`config.mk`:
```
export PLATFORM = sky130hd
export DESIGN_NAME = pwm_deadtime_gen
export DESIGN_NICKNAME = d
export VERILOG_FILES = /design/src/rtl/pwm_dt_pkg.sv /design/src/rtl/pwm_dt_chan.sv /design/src/rtl/pwm_deadtime_gen.sv
export SDC_FILE = /design/constraint.sdc
export NUM_CORES = 1
export LEC_CHECK = 0
export ABC_AREA = 0
export CORE_UTILIZATION = 30
export CTS_CLUSTER_SIZE = 14
export DETAILED_ROUTE_END_ITERATION = 8
export PLACE_DENSITY = 0.59
export SLEW_MARGIN = 20
export SYNTH_ARGS = -nofsm -noshare
export SYNTH_HDL_FRONTEND = slang
export SYNTH_SLANG_ARGS = --single-unit
```
`constraint.sdc`:
```
create_clock -name clk_i -period 1.6 [get_ports clk_i]
set_input_delay 0.48 -clock clk_i [delete_from_list [all_inputs] [get_ports clk_i]]
set_output_delay 0.48 -clock clk_i [all_outputs]
set_load 0.02 [all_outputs]
```
`src/rtl/pwm_dt_pkg.sv`:
```
// Shared types and defaults for the PWM dead-time generator.
// Used by both builds, with and without PWM_DT_FAULT_EN.
package pwm_dt_pkg;

  localparam int NCH_DEFAULT = 2;
  localparam int DTW_DEFAULT = 8;

  typedef enum logic [2:0] {
    OFF,
    LS_ON,
    DT_RISE,
    HS_ON,
    DT_FALL,
    FAULT
  } dt_state_e;

  // A channel drives its gate pins in every state except OFF and FAULT.
  function automatic logic isDriving(input dt_state_e s);
    return (s != OFF) && (s != FAULT);
  endfunction

endpackage

```
`src/rtl/pwm_dt_chan.sv`:
```
// One channel of complementary gate drive with dead-time insertion.
// With PWM_DT_FAULT_EN defined, a FAULT state is added that overrides every other transition.
module pwm_dt_chan
  import pwm_dt_pkg::*;
#(
  parameter int DTW = DTW_DEFAULT
) (
  input  logic           clk_i,
  input  logic           rst_ni,
  input  logic           act_i,
  input  logic           pwm_i,
  input  logic [DTW-1:0] dt_rise_i,
  input  logic [DTW-1:0] dt_fall_i,
`ifdef PWM_DT_FAULT_EN
  input  logic           fault_i,
  input  logic           fault_clr_i,
`endif
  output logic           hs_o,
  output logic           ls_o,
  output logic           drv_oe_o
);

  dt_state_e      state_q, state_d;
  logic [DTW-1:0] cnt_q, cnt_d;
  logic           hs_q, ls_q, oe_q;
  logic           hs_d, ls_d, oe_d;

  always_ff @(posedge clk_i or negedge rst_ni) begin
    if (!rst_ni) begin
      state_q <= OFF;
      cnt_q   <= '0;
      hs_q    <= 1'b0;
      ls_q    <= 1'b0;
      oe_q    <= 1'b0;
    end else begin
      state_q <= state_d;
      cnt_q   <= cnt_d;
      hs_q    <= hs_d;
      ls_q    <= ls_d;
      oe_q    <= oe_d;
    end
  end

  // The dead-time length is captured only on entry to DT_*, so later changes wait for the next edge.
  always_comb begin
    state_d = state_q;
    cnt_d   = cnt_q;
`ifdef PWM_DT_FAULT_EN
    if (fault_i) begin
      state_d = FAULT;
    end else if (state_q == FAULT) begin
      if (fault_clr_i) state_d = OFF;
    end else
`endif
    if (!act_i) begin
      state_d = OFF;
    end else begin
      case (state_q)
        OFF: begin
          if (pwm_i) begin
            state_d = DT_RISE;
            cnt_d   = dt_rise_i;
          end else begin
            state_d = LS_ON;
          end
        end
        LS_ON: begin
          if (pwm_i) begin
            state_d = DT_RISE;
            cnt_d   = dt_rise_i;
          end
        end
        DT_RISE: begin
          if (!pwm_i)           state_d = LS_ON;
          else if (cnt_q == '0) state_d = HS_ON;
          else                  cnt_d   = cnt_q - DTW'(1);
        end
        HS_ON: begin
          if (!pwm_i) begin
            state_d = DT_FALL;
            cnt_d   = dt_fall_i;
          end
        end
        DT_FALL: begin
          if (pwm_i)            state_d = HS_ON;
          else if (cnt_q == '0) state_d = LS_ON;
          else                  cnt_d   = cnt_q - DTW'(1);
        end
        default: state_d = OFF;
      endcase
    end
  end

  // Outputs are decoded from the next state and registered, so they change glitch-free with the state.
  always_comb begin
    hs_d = (state_d == HS_ON);
    ls_d = (state_d == LS_ON);
    oe_d = isDriving(state_d);
  end

  assign hs_o     = hs_q;
  assign ls_o     = ls_q;
  assign drv_oe_o = oe_q;

endmodule

```
`src/rtl/pwm_deadtime_gen.sv`:
```
// Complementary high/low-side gate drive generator with per-channel dead time.
// Define PWM_DT_FAULT_EN to add the fault_i / fault_clr_i / fault_o ports and the shared fault latch.
module pwm_deadtime_gen
  import pwm_dt_pkg::*;
#(
  parameter int NCH = NCH_DEFAULT,
  parameter int DTW = DTW_DEFAULT
) (
  input  logic           clk_i,
  input  logic           rst_ni,
  input  logic           en_i,
  input  logic [NCH-1:0] pwm_i,
  input  logic [NCH-1:0] pwm_oe_i,
  input  logic [DTW-1:0] dt_rise_i,
  input  logic [DTW-1:0] dt_fall_i,
  output logic [NCH-1:0] hs_o,
  output logic [NCH-1:0] ls_o,
  output logic [NCH-1:0] drv_oe_o
`ifdef PWM_DT_FAULT_EN
  ,
  input  logic           fault_i,
  input  logic           fault_clr_i,
  output logic           fault_o
`endif
);

  logic [NCH-1:0] act;

  assign act = pwm_oe_i & {NCH{en_i}};

`ifdef PWM_DT_FAULT_EN
  logic fault_q, fault_d;

  // Sticky flag: a clear pulse is honoured only once the fault input has gone away.
  always_comb begin
    fault_d = fault_q;
    if (fault_i)          fault_d = 1'b1;
    else if (fault_clr_i) fault_d = 1'b0;
  end

  always_ff @(posedge clk_i or negedge rst_ni) begin
    if (!rst_ni) fault_q <= 1'b0;
    else         fault_q <= fault_d;
  end

  assign fault_o = fault_q;
`endif

  for (genvar c = 0; c < NCH; c++) begin : gChan
    pwm_dt_chan #(
      .DTW(DTW)
    ) uChan (
      .clk_i      (clk_i),
      .rst_ni     (rst_ni),
      .act_i      (act[c]),
      .pwm_i      (pwm_i[c]),
      .dt_rise_i  (dt_rise_i),
      .dt_fall_i  (dt_fall_i),
`ifdef PWM_DT_FAULT_EN
      .fault_i    (fault_i),
      .fault_clr_i(fault_clr_i),
`endif
      .hs_o       (hs_o[c]),
      .ls_o       (ls_o[c]),
      .drv_oe_o   (drv_oe_o[c])
    );
  end

endmodule

```
==> flow_metrics.tcl <==
set metrics [dict create \
    status "complete, but fails checks" \
    violations "negative setup slack" \
    seq_area_um2 707 \
    port-buffer-count 28 \
    critPathCaptureType "register" \
    fin_worst_hold_slack_ns 0.505 \
    setup_slack_ns -0.0659 \
    dieArea_mm2 0.00695 \
    place_area_mm2 0.00265 \
    async_flop_share_pct 100 \
    rows 29 \
    ys_warn_count 0 \
    synth_edf_count 0 \
    timing.final.crit_share_pct 104 \
    ioPinCount 29 \
    cpLargestDelayFamily "simple AND/OR/NAND/NOR gates" \
    multi_input_area_mm2 0.00144 \
    nets 337 \
    syn_nets 269 \
    crit_chain "or4_4, or2_4, o31a_1, o22ai_2" \
    wl_per_cell_um 16.2 \
    route.vias.total 2120 \
    setup_violations 7 \
    ys_ff_latch 28 \
    clk_latency_ns 0.28 \
    drv_cap 0 \
    die_w_um 83.4 \
    drc 0 \
    power_uw 2440 \
    layout.cells.non_filler 385 \
    critPathMaxFanout 3 \
    worstHoldPathType "register to register" \
    ys_top_cells_by_count "28 x dfrtp_1, 23 x a21oi_1, 22 x nor2_1, 16 x o21ai_0" \
    skew_ns 0.00831 \
    critical_path_buf_inv_count 0 \
    grt_max_degree 29 \
    required_ns 1.81 \
    clockRootBuffer "clkbuf_8" \
    start_util_pct 31.1 \
    antenna_left 0 \
    dr.pass1.iters 4 \
    dp.cells 377 \
    routed_via_density 5.51 \
    clk_pin_slew_ns 0.10 \
    diodes 0 \
    maxSlewHeadroom_pct 78.3 \
    gp_congestion 0.858 \
    leakage_uw 0.00127 \
    syn_avg_cell_area_um2 8.21 \
    yosysSeqAreaShare_pct 35.3 \
    worstSetupPathType "register to register" \
    grt.total_usage_pct 16.8 \
    hold_violations 0 \
    ys_top_cells_by_area "dfrtp_1 35%, a21oi_1 5.8%, nor2_1 4.2%" \
    antenna_found_initial 0 \
    cts_buffer_depth 2 \
    rsz0062_at_grt "true" \
    fin_area_mm2 0.00305 \
    yosysMostFrequentCell "dfrtp_1" \
    synth_top_cell_area_share_pct 35.3 \
    syn_area_mm2 0.00199 \
    start_kind "register" \
    htree_levels 1 \
    fmax_mhz 600 \
    grt_pass1_vias 2025 \
    areaGrowthSynthToFinish_pct 53.7 \
    grt_overflow 0 \
    syn_inst 242 \
    die_h_um 83.4 \
    slew_viol_final 0 \
    tightest_slew_ns 0.324 \
    pwr_density_cell_mw_per_mm2 801 \
    cp.arrival_ns 1.88 \
    synth_largest_area_cell "dfrtp_1" \
    grt_pass1_wl_um 9530 \
    core_area_mm2 0.00639 \
    post_synth_num_cell_types 53 \
    drt-initial-drc-count 83 \
    cts_tree "yes" \
    vdd_drop_max_mv 0.398 \
    numCtsBuffers 3 \
    wl_um 6250 \
    clock_sinks 28 \
    fillers 599 \
    dp_hpwl_um 4470 \
    crit_slowest_cell "or4_4" \
    layout-drive-gt1-share_pct 41.6 \
    period_minus_slack_ns 1.67 \
    critPathMaxStageDelay_ns 0.57 \
    synth_flop_cell "dfrtp_1" \
]
-- cell usage in the layout (no fill, tap or decap), drive strengths merged, types with 3 or more instances in the layout --
master         count
a21oi             24
a221oi             5
a22o               4
a22oi              3
a31oi              7
and2               5
buf               54
clkbuf             4
clkdlybuf4s50     18
dfrtp             28
dlygate4sd2        9
ha                 4
inv               13
nand2             13
nand2b             6
nand3              3
nor2              22
nor2b              5
nor3              12
o21ai             30
o221ai             5
-- flip-flops by register name (all words and copies together), names as in the netlist --
register / flops
gChan.uChan.cnt_q: 16
gChan.uChan.state_q: 6
gChan.uChan.drv_oe_o: 2
gChan.uChan.hs_o: 2
gChan.uChan.ls_o: 2
-- power breakdown --
part	switching (uW)	internal, uW
clock network	231	170
registers	119	821
logic	552	551
-- per-layer routing --
metal  wire length [um]  track usage [%]
met2               2770             24.9
met4                 40             3.92
met5                  0                0
met1               3110             25.0
met3                332             3.38
-- worst reg2reg max path, cell delays in order, from the launching register on --
cell and delay [ns]:
dfrtp_1 0.39, or4_4 0.57, or2_4 0.25, o31a_1 0.25
o22ai_2 0.14
-- metrics by stage --
| stage | util, % | setup slack (ns) | TNS (ns) |
|---|---|---|---|
| 3_5_place_dp | 41.4 | -0.537 | -7.60 |
| 6_report | 47.8 | -0.0659 | -0.210 |
| 3_3_place_gp | 41.4 | -0.497 | -7.27 |
| 4_1_cts | 42.8 | -0.0716 | -0.269 |
| 5_1_grt | 47.8 | -0.106 | -1.24 |
| 2_1_floorplan | - | -0.0315 | -0.0315 |
-- final cells by class --
class	instances	area share, %
Multi-Input combinational cell	182	47.0
Inverter	13	1.60
Clock buffer	3	1.35
Sequential cell	28	23.2
Timing Repair Buffer	82	23.7
Tap cell	77	3.16
-- timing repair --
| item | CTS | global route |
|---|---|---|
| hold endpoints to repair | 0 | 0 |
| setup buffers | 0 | 4 |
| pin swaps | 12 | 27 |
| endpoints found under the setup margin | 25 | 20 |
| gates resized for setup | 30 | 70 |
| hold buffers | 0 | 0 |
| gates cloned | 0 | 1 |
-- final timing paths --
kind	start	depth (start not counted)	slack [ns]	to
max	gChan[0].uChan.cnt_q[3]	4	-0.07	gChan[0].uChan.cnt_q[7]
min	gChan[0].uChan.cnt_q[6]	1	0.50	gChan[0].uChan.cnt_q[6]
max reg2reg	gChan[0].uChan.cnt_q[3]	4	-0.07	gChan[0].uChan.cnt_q[7]
min reg2reg	gChan[0].uChan.cnt_q[6]	1	0.50	gChan[0].uChan.cnt_q[6]
max in group asynchronous	rst_ni	2	0.88	gChan[1].uChan.state_q[0]
min in group asynchronous	rst_ni	2	0.55	gChan[0].uChan.cnt_q[0]
-- cells by family after synthesis --
family | Yosys count | share of synthesized area [%]
buf+inv | 32 | 7.94
fa+ha+maj | 4 | 2.52
xor+xnor | 1 | 0.441
mux | 2 | 1.07
compound gates | 97 | 32.7
simple gates | 78 | 20.0
flops | 28 | 35.3
(Power assumes the default switching activity.)
